==> src/rtl/hz_pkg.sv <==
// Shared types and constants for the pipeline hazard controller.
package hz_pkg;

  // Result kind of an in-flight instruction, as seen by the consumer in ID.
  typedef enum logic [1:0] {
    K_NONE = 2'd0,
    K_ALU  = 2'd1,
    K_LOAD = 2'd2,
    K_LINK = 2'd3
  } kind_e;

  localparam logic [6:0] OP_LOAD   = 7'b0000011;
  localparam logic [6:0] OP_JAL    = 7'b1101111;
  localparam logic [6:0] OP_JALR   = 7'b1100111;
  localparam logic [6:0] OP_LUI    = 7'b0110111;
  localparam logic [6:0] OP_AUIPC  = 7'b0010111;
  localparam logic [6:0] OP_STORE  = 7'b0100011;
  localparam logic [6:0] OP_BRANCH = 7'b1100011;
  localparam logic [6:0] OP_R      = 7'b0110011;
  localparam logic [6:0] OP_I      = 7'b0010011;

  localparam logic [1:0] FWD_RS  = 2'b00;
  localparam logic [1:0] FWD_WB  = 2'b01;
  localparam logic [1:0] FWD_MEM = 2'b10;
  localparam logic [1:0] FWD_PC4 = 2'b11;

  // Destination register and result kind of one pipeline slot.
  typedef struct packed {
    logic [4:0] rd;
    kind_e      kind;
  } trk_t;

  localparam trk_t TRK_NONE = '{rd: 5'd0, kind: K_NONE};

  // Operand source choice plus which stage's pc+4 to use when the source is FWD_PC4.
  typedef struct packed {
    logic [1:0] sel;
    logic       pc_sel;
  } fwd_t;

  // Pick the operand source for one source register. The younger producer (EX) wins.
  // A LOAD match in EX yields FWD_RS here; the load-use stall bubbles that cycle anyway.
  function automatic fwd_t fwd_pick(logic [4:0] rs, logic used, trk_t ex, trk_t mem);
    fwd_t f;
    f = '{sel: FWD_RS, pc_sel: 1'b0};
    if (used && rs != 5'd0) begin
      if (ex.kind != K_NONE && ex.rd == rs) begin
        if (ex.kind == K_ALU) begin
          f.sel = FWD_MEM;
        end else if (ex.kind == K_LINK) begin
          f.sel = FWD_PC4;
        end
      end else if (mem.kind != K_NONE && mem.rd == rs) begin
        if (mem.kind == K_LINK) begin
          f.sel    = FWD_PC4;
          f.pc_sel = 1'b1;
        end else begin
          f.sel = FWD_WB;
        end
      end
    end
    return f;
  endfunction

endpackage

==> src/rtl/hz_decode.sv <==
// Combinational decode of the ID instruction into register fields and result kind.
module hz_decode
  import hz_pkg::*;
(
  input  logic [31:0] instr,
  output logic [4:0]  rs1,
  output logic [4:0]  rs2,
  output logic [4:0]  rd,
  output logic        rs1_used,
  output logic        rs2_used,
  output kind_e       kind
);

  logic [6:0] opcode;
  logic       unused_bits;

  assign opcode = instr[6:0];
  assign rd     = instr[11:7];
  assign rs1    = instr[19:15];
  assign rs2    = instr[24:20];

  // funct3/funct7 do not influence hazard detection.
  assign unused_bits = ^{instr[31:25], instr[14:12]};

  // Classify which source fields are real reads and what kind of result is produced.
  always_comb begin
    rs1_used = !(opcode == OP_LUI || opcode == OP_AUIPC || opcode == OP_JAL);
    rs2_used = (opcode == OP_R || opcode == OP_STORE || opcode == OP_BRANCH);
    kind     = K_NONE;
    case (opcode)
      OP_LOAD:                         kind = K_LOAD;
      OP_JAL, OP_JALR:                 kind = K_LINK;
      OP_R, OP_I, OP_LUI, OP_AUIPC:    kind = K_ALU;
      default:                         kind = K_NONE;
    endcase
    // Writes to x0 never produce a forwardable result.
    if (rd == 5'd0) begin
      kind = K_NONE;
    end
  end

endmodule

==> src/rtl/hazard_ctrl.sv <==
// Hazard controller for the 5-stage RV32I core: load-use stalls, branch flushes,
// registered forwarding selects for EX, and stall/flush event counters.
module hazard_ctrl
  import hz_pkg::*;
#(
  parameter int CNT_W = 32
) (
  input  logic             i_clk,
  input  logic             i_rst_n,
  input  logic [31:0]      i_instr_ID,
  input  logic             i_br_taken,
  input  logic             i_mem_stall,
  output logic             o_stall_pc,
  output logic             o_stall_all,
  output logic             o_flush_id,
  output logic             o_flush_ex,
  output logic [1:0]       o_forward_a_sel,
  output logic [1:0]       o_forward_b_sel,
  output logic             o_pc_plus_4_sela,
  output logic             o_pc_plus_4_selb,
  output logic [CNT_W-1:0] o_stall_cnt,
  output logic [CNT_W-1:0] o_flush_cnt
);

  logic [4:0] id_rs1;
  logic [4:0] id_rs2;
  logic [4:0] id_rd;
  logic       id_rs1_used;
  logic       id_rs2_used;
  kind_e      id_kind;

  trk_t ex_q;
  trk_t mem_q;
  trk_t wb_q;

  fwd_t fwd_a;
  fwd_t fwd_b;

  logic load_use;
  logic br_act;
  logic lu_act;
  logic unused_wb;

  hz_decode u_decode (
    .instr    (i_instr_ID),
    .rs1      (id_rs1),
    .rs2      (id_rs2),
    .rd       (id_rd),
    .rs1_used (id_rs1_used),
    .rs2_used (id_rs2_used),
    .kind     (id_kind)
  );

  // The register file writes before it is read, so WB never needs a bypass into ID;
  // wb_q is carried only to keep the three-slot history complete.
  assign unused_wb = ^wb_q;

  assign fwd_a = fwd_pick(id_rs1, id_rs1_used, ex_q, mem_q);
  assign fwd_b = fwd_pick(id_rs2, id_rs2_used, ex_q, mem_q);

  // Detect a consumer in ID of a load result still in EX; resolve priority mem > branch > load-use.
  always_comb begin
    load_use = 1'b0;
    if (ex_q.kind == K_LOAD) begin
      load_use = (id_rs1_used && id_rs1 != 5'd0 && id_rs1 == ex_q.rd) ||
                 (id_rs2_used && id_rs2 != 5'd0 && id_rs2 == ex_q.rd);
    end
    br_act = i_br_taken && !i_mem_stall;
    lu_act = load_use && !i_br_taken && !i_mem_stall;
  end

  // Stall/flush strobes; all held low while reset is asserted.
  always_comb begin
    o_stall_all = i_rst_n && i_mem_stall;
    o_stall_pc  = i_rst_n && (i_mem_stall || lu_act);
    o_flush_id  = i_rst_n && br_act;
    o_flush_ex  = i_rst_n && (br_act || lu_act);
  end

  // Advance the trackers and register the selects for the instruction entering EX.
  always_ff @(posedge i_clk) begin
    if (!i_rst_n) begin
      ex_q             <= TRK_NONE;
      mem_q            <= TRK_NONE;
      wb_q             <= TRK_NONE;
      o_forward_a_sel  <= FWD_RS;
      o_forward_b_sel  <= FWD_RS;
      o_pc_plus_4_sela <= 1'b0;
      o_pc_plus_4_selb <= 1'b0;
    end else if (!i_mem_stall) begin
      mem_q <= ex_q;
      wb_q  <= mem_q;
      if (br_act || lu_act) begin
        ex_q             <= TRK_NONE;
        o_forward_a_sel  <= FWD_RS;
        o_forward_b_sel  <= FWD_RS;
        o_pc_plus_4_sela <= 1'b0;
        o_pc_plus_4_selb <= 1'b0;
      end else begin
        ex_q             <= trk_t'{rd: (id_kind == K_NONE) ? 5'd0 : id_rd, kind: id_kind};
        o_forward_a_sel  <= fwd_a.sel;
        o_forward_b_sel  <= fwd_b.sel;
        o_pc_plus_4_sela <= fwd_a.pc_sel;
        o_pc_plus_4_selb <= fwd_b.pc_sel;
      end
    end
  end

  // Count cycles spent in load-use stall and in branch flush; wrap naturally.
  always_ff @(posedge i_clk) begin
    if (!i_rst_n) begin
      o_stall_cnt <= '0;
      o_flush_cnt <= '0;
    end else begin
      if (lu_act) begin
        o_stall_cnt <= o_stall_cnt + 1'b1;
      end
      if (br_act) begin
        o_flush_cnt <= o_flush_cnt + 1'b1;
      end
    end
  end

endmodule
==> config.mk <==
export PLATFORM = sky130hd
export DESIGN_NAME = hazard_ctrl
export DESIGN_NICKNAME = d
export VERILOG_FILES = /design/src/rtl/hz_pkg.sv /design/src/rtl/hz_decode.sv /design/src/rtl/hazard_ctrl.sv
export SDC_FILE = /design/constraint.sdc
export NUM_CORES = 1
export LEC_CHECK = 0
export CORE_UTILIZATION = 48
export CTS_BUF_LIST = sky130_fd_sc_hd__clkbuf_4
export DETAILED_ROUTE_END_ITERATION = 8
export PLACE_DENSITY = 0.83
export SLEW_MARGIN = 40
export SYNTH_ARGS = -nofsm -noshare
export SYNTH_HDL_FRONTEND = slang
export SYNTH_SLANG_ARGS = --single-unit
==> constraint.sdc <==
create_clock -name i_clk -period 2.82 [get_ports i_clk]
set_input_delay 0.282 -clock i_clk [delete_from_list [all_inputs] [get_ports i_clk]]
set_output_delay 0.282 -clock i_clk [all_outputs]
set_load 0.01 [all_outputs]
==> results of run 1 <==
-- cell families (layout without fill, tap and decap cells) --
family	count (synthesis)	count (layout)	synth area share
compound gates	106	106	0.168
simple gates	214	214	0.278
xor+xnor	47	47	0.0977
fa+ha+maj	2	2	0.00594
flops	84	84	0.399
buf+inv	31	143	0.0353
mux	7	7	0.0166
-- critical path: cells and delay by family --
| family | cells | cell delay, ns |
|---|---|---|
| AND/OR/NAND/NOR | 3 | 0.71 |
| buffers and inverters | 2 | 0.95 |
| AO/OA/AOI/OAI | 3 | 0.54 |
-- metrics by stage --
stage	std cells	total power [mW]	setup WS [ns]
2_1_floorplan	491	1.28	0.837
3_3_place_gp	692	1.37	0.0475
3_5_place_dp	692	1.37	0.0191
4_1_cts	708	2.18	0.0132
5_1_grt	708	2.25	0.00489
6_report	708	2.16	0.0571
-- power by group --
group          total [mW]  internal (mW)  switching, mW
registers            1.19           1.19        0.00326
logic               0.152         0.0754         0.0762
clock network       0.813          0.385          0.428
-- worst max path at each step --
stage	slack [ns]	from	end
finish	0.06	i_instr_ID[17]	o_flush_ex
global route	0.005	i_instr_ID[17]	o_flush_ex
CTS	0.01	ex_q[5]$_SDFFE_PN0N_	o_stall_pc
detailed placement	0.02	i_instr_ID[17]	o_flush_ex
global placement	0.05	i_instr_ID[16]	o_flush_ex
floorplan	0.84	o_flush_cnt[0]$_SDFFE_PN0P_	o_flush_cnt[26]$_SDFFE_PN0P_
-- placed cells by master, fill, tap and decap left out, types with 3 or more instances in the layout --
cell type	count
clkdlybuf4s50_1	98
dfxtp_1	79
nor2_1	47
a21oi_1	38
nand2_1	37
o31ai_1	31
or4_1	30
nand3_1	27
xnor2_1	26
xor2_1	21
buf_4	21
nand4_1	17
o21ai_0	12
clkbuf_4	11
and4_1	9
and2_1	8
and3_1	8
mux2i_1	7
or3_1	7
nor3_1	5
a22o_1	5
dfxtp_2	5
inv_1	4
nor3_2	3
or2_2	3
o211ai_1	3
a31oi_1	3
-- registers in the layout (all words and copies together) (netlist names) --
name              cells
o_forward_a_sel       2
o_pc_plus_4_sela      1
mem_q                 7
o_pc_plus_4_selb      1
o_flush_cnt          32
o_forward_b_sel       2
ex_q                  7
o_stall_cnt          32
-- routing by layer --
metal,GRT usage,vias to the layer above,part of all wire
met5,0,-,0
met4,0.0871,0,0.015
met3,0.0553,15,0.064
met2,0.415,126,0.49
met1,0.291,1950,0.43
li1,-,2036,-
-- synthesized netlist by cell type, drive strengths merged, types with 2 or more instances --
cell type / number
nor2b: 2
and4: 10
or2: 3
o31ai: 31
o21a: 2
or4: 30
a31oi: 3
o41ai: 2
a22o: 5
a21oi: 38
a2111oi: 2
buf: 11
nand4: 17
o21ai: 12
nor3: 8
xnor2: 26
mux2i: 7
or3: 7
nor2: 49
dfxtp: 84
xor2: 21
nand2: 37
clkbuf: 14
inv: 6
nor4: 2
ha: 2
and2: 9
o211ai: 3
and3: 8
nand3: 27
nand2b: 2
-- cell type report --
type	instances	area (µm²)	share of cell area
Clock inverter	5	85.1	0.0153
Sequential cell	84	1690	0.303
Clock buffer	11	82.6	0.0148
Inverter	6	22.5	0.00404
Timing Repair Buffer	121	1170	0.210
Tap cell	105	131	0.0236
Multi-Input combinational cell	376	2390	0.429
-- what timing repair did --
action	in CTS	in global routing
endpoints found under the setup margin	2	2
resized for setup	4	5
pin swaps	0	0
==> impl_summary.log, run 1 <==
INFO  metric vdd_drop_max = 0.213 mV
INFO  metric setup_tns = 0 ns
INFO  metric worst_path_most_repeated_cell = clkdlybuf4s50_1
INFO  metric route.detailed.vias_per_inst = 5.83
INFO  metric fraction_of_layout_instances_using_a_drive_strength_above_1 = 0.0962
INFO  metric class_of_the_most_critical_setup_path = in2out
INFO  metric dpl_wire_length = 7480 µm
INFO  metric count_of_flip_flops_with_a_built_in_enable_after_synthesis = 0
INFO  metric finish.utilization = 0.668
INFO  metric ys.warnings.count = 0
INFO  metric critPathSlowestCell = or4_1
INFO  metric skew = 0.0175 ns
INFO  metric max_stage_delay = 0.54 ns
INFO  metric groute.usage.overall = 0.240
INFO  metric synth_seq_area_share = 0.399
INFO  metric cts.sinks = 84
INFO  metric worst-path-max-fanout = 3
INFO  metric detail_route.first_pass.iterations = 4
INFO  metric n_antenna_cell = 0
INFO  metric post_synthesis_sequential_element_count = 84
INFO  metric cp.required = 2.54 ns
INFO  metric fmaxAchievable = 362 MHz
INFO  metric cell_depth_of_the_worst_min_delay_path = 2
INFO  metric rsz0062_at_grt = no
INFO  metric cap_violations = 0
INFO  metric cts_root_buffer = clkbuf_4
INFO  metric postLayoutCellArea = 5570 µm²
INFO  metric final_nets = 636
INFO  metric synth_cells = 491
INFO  metric route.detailed.wl_per_inst = 15.0 µm
INFO  metric cp-end-kind = primary output
INFO  metric postPlaceCellArea = 5390 µm²
INFO  metric maximum_number_of_pins_on_one_net_before_global_route_repair = 68
INFO  metric hold_end = o_pc_plus_4_selb$_SDFFE_PN0N_
INFO  metric number_of_buffers_on_the_longest_clock_path = 2
INFO  metric clock_insertion_delay_worst_skew = 0.43 ns
INFO  metric floorplan.rows = 33
INFO  metric nFillCells = 683
INFO  metric relSlewSlack = 0.532
INFO  metric cts_hold_repair.buffers = 0
INFO  metric leakage = 1.84 nW
INFO  metric synth.top_cell.area_share = 0.399
INFO  metric tightestPinTransition = 0.684 ns
INFO  metric replace_congestion = 0.888
INFO  metric power-per-cell-area = 387 nW/µm²
INFO  metric antenna_violating_nets_post_route = 0
INFO  metric antenna_violations_before_repair = 0
INFO  metric vias_in_the_first_global_route = 3,779
INFO  metric io_buffers = 99
INFO  metric maxSlewViolCount = 0
INFO  metric cp_data_arrival_time = 2.48 ns
INFO  metric flow.area_growth_from_synthesis = 32.3%
INFO  metric floorplan.die.width = 95.7 µm
INFO  metric synth.distinct_cells = 50
INFO  metric clock_tree_from_tritoncts = yes
INFO  metric final_hold_viol_count = 0
INFO  metric drc_errors = 0
INFO  metric number_of_cells_traversed_by_the_worst_register_to_register_path = 7
INFO  metric setup_viol = 0
INFO  metric fin_crit_sh = 0.980
INFO  metric worstHoldPathType = reg2reg
INFO  metric worst_r2r_startpoint = o_stall_cnt[0]$_SDFFE_PN0P_
INFO  metric clk_pin_slew_worst_paths = 0.14 ns
INFO  metric cts_buffers = 9
INFO  metric globalRouteOverflowTotal = 0
INFO  metric cells_traversed_along_the_worst_timing_path = clkdlybuf4s50_1, or4_1, nor2_2, a311oi_2, o2bb2a_4, nor2_4, o21ba_2, clkdlybuf4s50_1
INFO  metric synth_ff_type = dfxtp_1
INFO  metric postCtsSetupRepairBufs = 0
INFO  metric run_status = finished clean
INFO  metric startpoint_type = primary input
INFO  metric fp.dieArea = 9160 µm²
INFO  metric grt_first_pass_wirelength = 17,200 µm
INFO  metric rrSetupSlack = 0.53 ns
INFO  metric timing.rr.end = o_stall_cnt[30]$_SDFFE_PN0P_
INFO  metric synth_top_area_cell = dfxtp_1
INFO  metric min_period = 2.76 ns
INFO  metric h-tree-depth = 3
INFO  metric fp.dieH = 95.7 µm
INFO  metric drt_first_iter_violations = 149
INFO  metric synthesis.area_per_instance = 8.58 µm²
INFO  metric hold_path_startpoint = o_pc_plus_4_selb$_SDFFE_PN0N_
INFO  metric synth.area.top_cells = dfxtp_1, o31ai_1, xnor2_1
INFO  metric num_vias = 4,127
INFO  metric synthesis.nets = 529
INFO  metric top_level_ports = 110
INFO  metric floorplan.core_area = 8340 µm²
INFO  metric area_of_the_mapped_netlist = 4210 µm²
INFO  metric routed_wirelength = 10,600 µm
INFO  metric share_of_flip_flops_with_an_asynchronous_set_or_reset = 0
INFO  metric hold_ws = 0.458 ns
INFO  metric floorplan.initialDensity = 0.505
Note: power is estimated with default switching activity, not from simulation.
==> run 2, diff against run 1 <==
- CORE_MARGIN: not set -> 5
- clock period: 2.82 -> 2.8 ns (I/O delays scaled with it)
==> run 2 against run 1 <==
Clock skew is 0.0019 ns lower. First-iteration DRC count is 14% higher. Global-route usage is 4.1 points lower. Largest cell class unchanged. Power is 8.2% lower. Non-clock buffer count is 3 lower. Critical path depth stayed put. Register-to-register slack worse by 0.12 ns. Wire length is 4.0% higher. Clock-buffer cell count is 2 lower. Design area is 0.97% lower. Utilization is 2.9 points lower.
==> impl_summary.log, run 2 (synthesis gave the netlist of run 1 again) <==
INFO  metric floorplan.initialDensity = 0.488 (-0.0173)
INFO  metric cp.required = 2.52 ns (-0.02 ns)
INFO  metric detail_route.first_pass.iterations = 4 (unchanged)
INFO  metric number_of_buffers_on_the_longest_clock_path = 2 (unchanged)
INFO  metric class_of_the_most_critical_setup_path = in2out
INFO  metric clock_tree_from_tritoncts = yes
INFO  metric cts_root_buffer = clkbuf_4
INFO  metric cts_repair_resize_count = 4 (unchanged)
INFO  metric fp.dieH = 104 µm (+8.4%)
INFO  metric vias_in_the_first_global_route = 4,061 (+7.5%)
INFO  metric setup_tns = 0 ns (unchanged)
INFO  metric min_period = 2.50 ns
INFO  metric rrSetupSlack = 0.41 ns (-0.12 ns)
INFO  metric critical_path.n_buffers_inverters = 2 (unchanged)
INFO  metric groute.usage.overall = 0.199 (-0.0409)
INFO  metric hold_path_startpoint = o_pc_plus_4_selb$_SDFFE_PN0N_
INFO  metric antenna_violations_before_repair = 0 (unchanged)
INFO  metric max_stage_delay = 0.58 ns (+0.04 ns)
INFO  metric vdd_drop_max = 0.302 mV (+42%)
INFO  metric routed_wirelength = 11,000 µm (+4.0%)
INFO  metric n_antenna_cell = 0 (unchanged)
INFO  metric timing.critical_path.max_delay_family = simple AND/OR/NAND/NOR gates
INFO  metric final_hold_viol_count = 0 (unchanged)
INFO  metric mostFrequentLayoutCell = clkdlybuf4s50_1
INFO  metric floorplan.core_area = 8640 µm² (+3.5%)
INFO  metric maxSlewViolCount = 0 (unchanged)
INFO  metric skew = 0.0156 ns (-0.00189 ns)
INFO  metric worst-path-max-fanout = 3 (unchanged)
INFO  metric clock_insertion_delay_worst_skew = 0.42 ns (about the same)
INFO  metric tightestPinTransition = 0.723 ns (+0.0388 ns)
INFO  metric cp_data_arrival_time = 2.22 ns (-0.26 ns)
INFO  metric grt_first_pass_wirelength = 18,600 µm (+8.4%)
INFO  metric fp.dieArea = 10,800 µm² (+17%)
INFO  metric replace_congestion = 0.878 (-1.1%)
INFO  metric drc_errors = 0 (unchanged)
INFO  metric run_status = finished clean
INFO  metric timing.rr.end = o_stall_cnt[28]$_SDFFE_PN0P_
INFO  metric drt_first_iter_violations = 170 (+14%)
INFO  metric globalRouteOverflowTotal = 0 (unchanged)
INFO  metric critPathSlowestCell = or4_1
INFO  metric antenna_violating_nets_post_route = 0 (unchanged)
INFO  metric fin_cells = 708 (unchanged)
INFO  metric num_vias = 4,177 (+1.2%)
INFO  metric top_level_ports = 110 (unchanged)
INFO  metric flow.area_growth_from_synthesis = 31.0%
INFO  metric floorplan.rows = 34 (+3.0%)
INFO  metric critical_path_cell_count = 8 (unchanged)
INFO  metric number_of_cells_traversed_by_the_worst_register_to_register_path = 7 (unchanged)
INFO  metric route.detailed.vias_per_inst = 5.90 (+1.2%)
INFO  metric fin_crit_sh = 0.894
INFO  metric nFillCells = 745 (+9.1%)
INFO  metric power-per-cell-area = 359 nW/µm² (-7.3%)
INFO  metric io_buffers = 99 (unchanged)
INFO  metric clk_pin_slew_worst_paths = 0.13 ns (about the same)
INFO  metric hold_end = o_pc_plus_4_selb$_SDFFE_PN0N_
INFO  metric finish.utilization = 0.639 (-0.0291)
INFO  metric worst_r2r_startpoint = o_stall_cnt[0]$_SDFFE_PN0P_
INFO  metric cp-end-kind = primary output
INFO  metric rsz0062_at_grt = no
INFO  metric cts.sinks = 84 (unchanged)
INFO  metric cells_traversed_along_the_worst_timing_path = clkdlybuf4s50_1, or4_1, nor2_2, a311oi_2, o2bb2a_4, nor2_4, o21ba_2, dlymetal6s2s_1
INFO  metric dpl_wire_length = 7970 µm (+6.4%)
INFO  metric h-tree-depth = 3 (unchanged)
INFO  metric fraction_of_layout_instances_using_a_drive_strength_above_1 = 0.0883 (-0.00785)
INFO  metric dpl.cell_count = 692 (unchanged)
INFO  metric startpoint_type = primary input
INFO  metric most-common-layout-cells = clkdlybuf4s50_1, dfxtp_1, nor2_1
INFO  metric cts_buffers = 9 (unchanged)
INFO  metric cts_hold_repair.buffers = 0 (unchanged)
INFO  metric maximum_number_of_pins_on_one_net_before_global_route_repair = 68 (unchanged)
INFO  metric relSlewSlack = 0.506 (-0.0265)
INFO  metric floorplan.die.width = 104 µm (+8.4%)
INFO  metric leakage = 1.82 nW (-0.98%)
INFO  metric final_nets = 633 (-0.47%)
INFO  metric cell_depth_of_the_worst_min_delay_path = 2 (unchanged)
INFO  metric postCtsSetupRepairBufs = 0 (unchanged)
INFO  metric worstHoldPathType = reg2reg
INFO  metric route.detailed.wl_per_inst = 15.6 µm (+4.0%)
INFO  metric reg.largest.list = o_flush_cnt: 32 flops, o_stall_cnt: 32 flops
INFO  metric cap_violations = 0 (unchanged)
INFO  metric setup_viol = 0 (unchanged)
INFO  metric start_point_of_the_critical_path = i_instr_ID[16]
INFO  metric fmaxAchievable = 399 MHz
## run 2: how the worst max path moves through the flow
stage                                   end  slack [ns]
3_5_place_dp                     o_flush_ex        0.01
2_1_floorplan  o_flush_cnt[26]$_SDFFE_PN0P_        0.82
6_report                         o_flush_ex        0.30
4_1_cts                          o_flush_ex       0.007
5_1_grt        o_stall_cnt[28]$_SDFFE_PN0P_        0.24
3_3_place_gp                     o_flush_ex        0.01
## run 2: layer usage
metal,track usage,routed length [µm],part of all wire
met5,0,0,0
met4,0.0620,234,0.021
met3,0.0510,576,0.052
met2,0.351,5550,0.50
met1,0.236,4680,0.42
## run 2: area by class of cell
| cell class | instances | area [µm²] | share of cell area |
|---|---|---|---|
| clock buffer | 9 | 67.6 | 0.0122 |
| clock inverter | 7 | 50.0 | 0.00907 |
| inverter | 6 | 22.5 | 0.00408 |
| multi-input combinational | 376 | 2390 | 0.434 |
| sequential | 84 | 1690 | 0.306 |
| tap | 108 | 135 | 0.0245 |
| timing repair buffer | 118 | 1160 | 0.211 |
## run 2: worst reg2reg max path: stages, from the launching register on
cell     delay (ns)
dfxtp_1        0.49
ha_1           0.25
inv_1          0.11
nor3_2         0.42
and4_1         0.34
nand3_1        0.13
or4_1          0.44
a21oi_1        0.15
## run 2: power breakdown
part	switching [mW]	leakage [nW]	internal (mW)
clock network	0.442	0.0604	0.186
registers	0.00326	0.679	1.20
logic	0.0764	1.08	0.0750
## run 2: per-stage QoR
step           power [mW]  setup slack (ns)  cell area (µm²)  hold WS [ns]
5_1_grt              2.07             0.240             5520         0.454
3_5_place_dp         1.38            0.0125             5380         0.438
6_report             1.98             0.296             5520         0.456
3_3_place_gp         1.37            0.0122             5380         0.435
2_1_floorplan        1.29             0.817             4210         0.383
4_1_cts              2.01           0.00677             5510         0.441
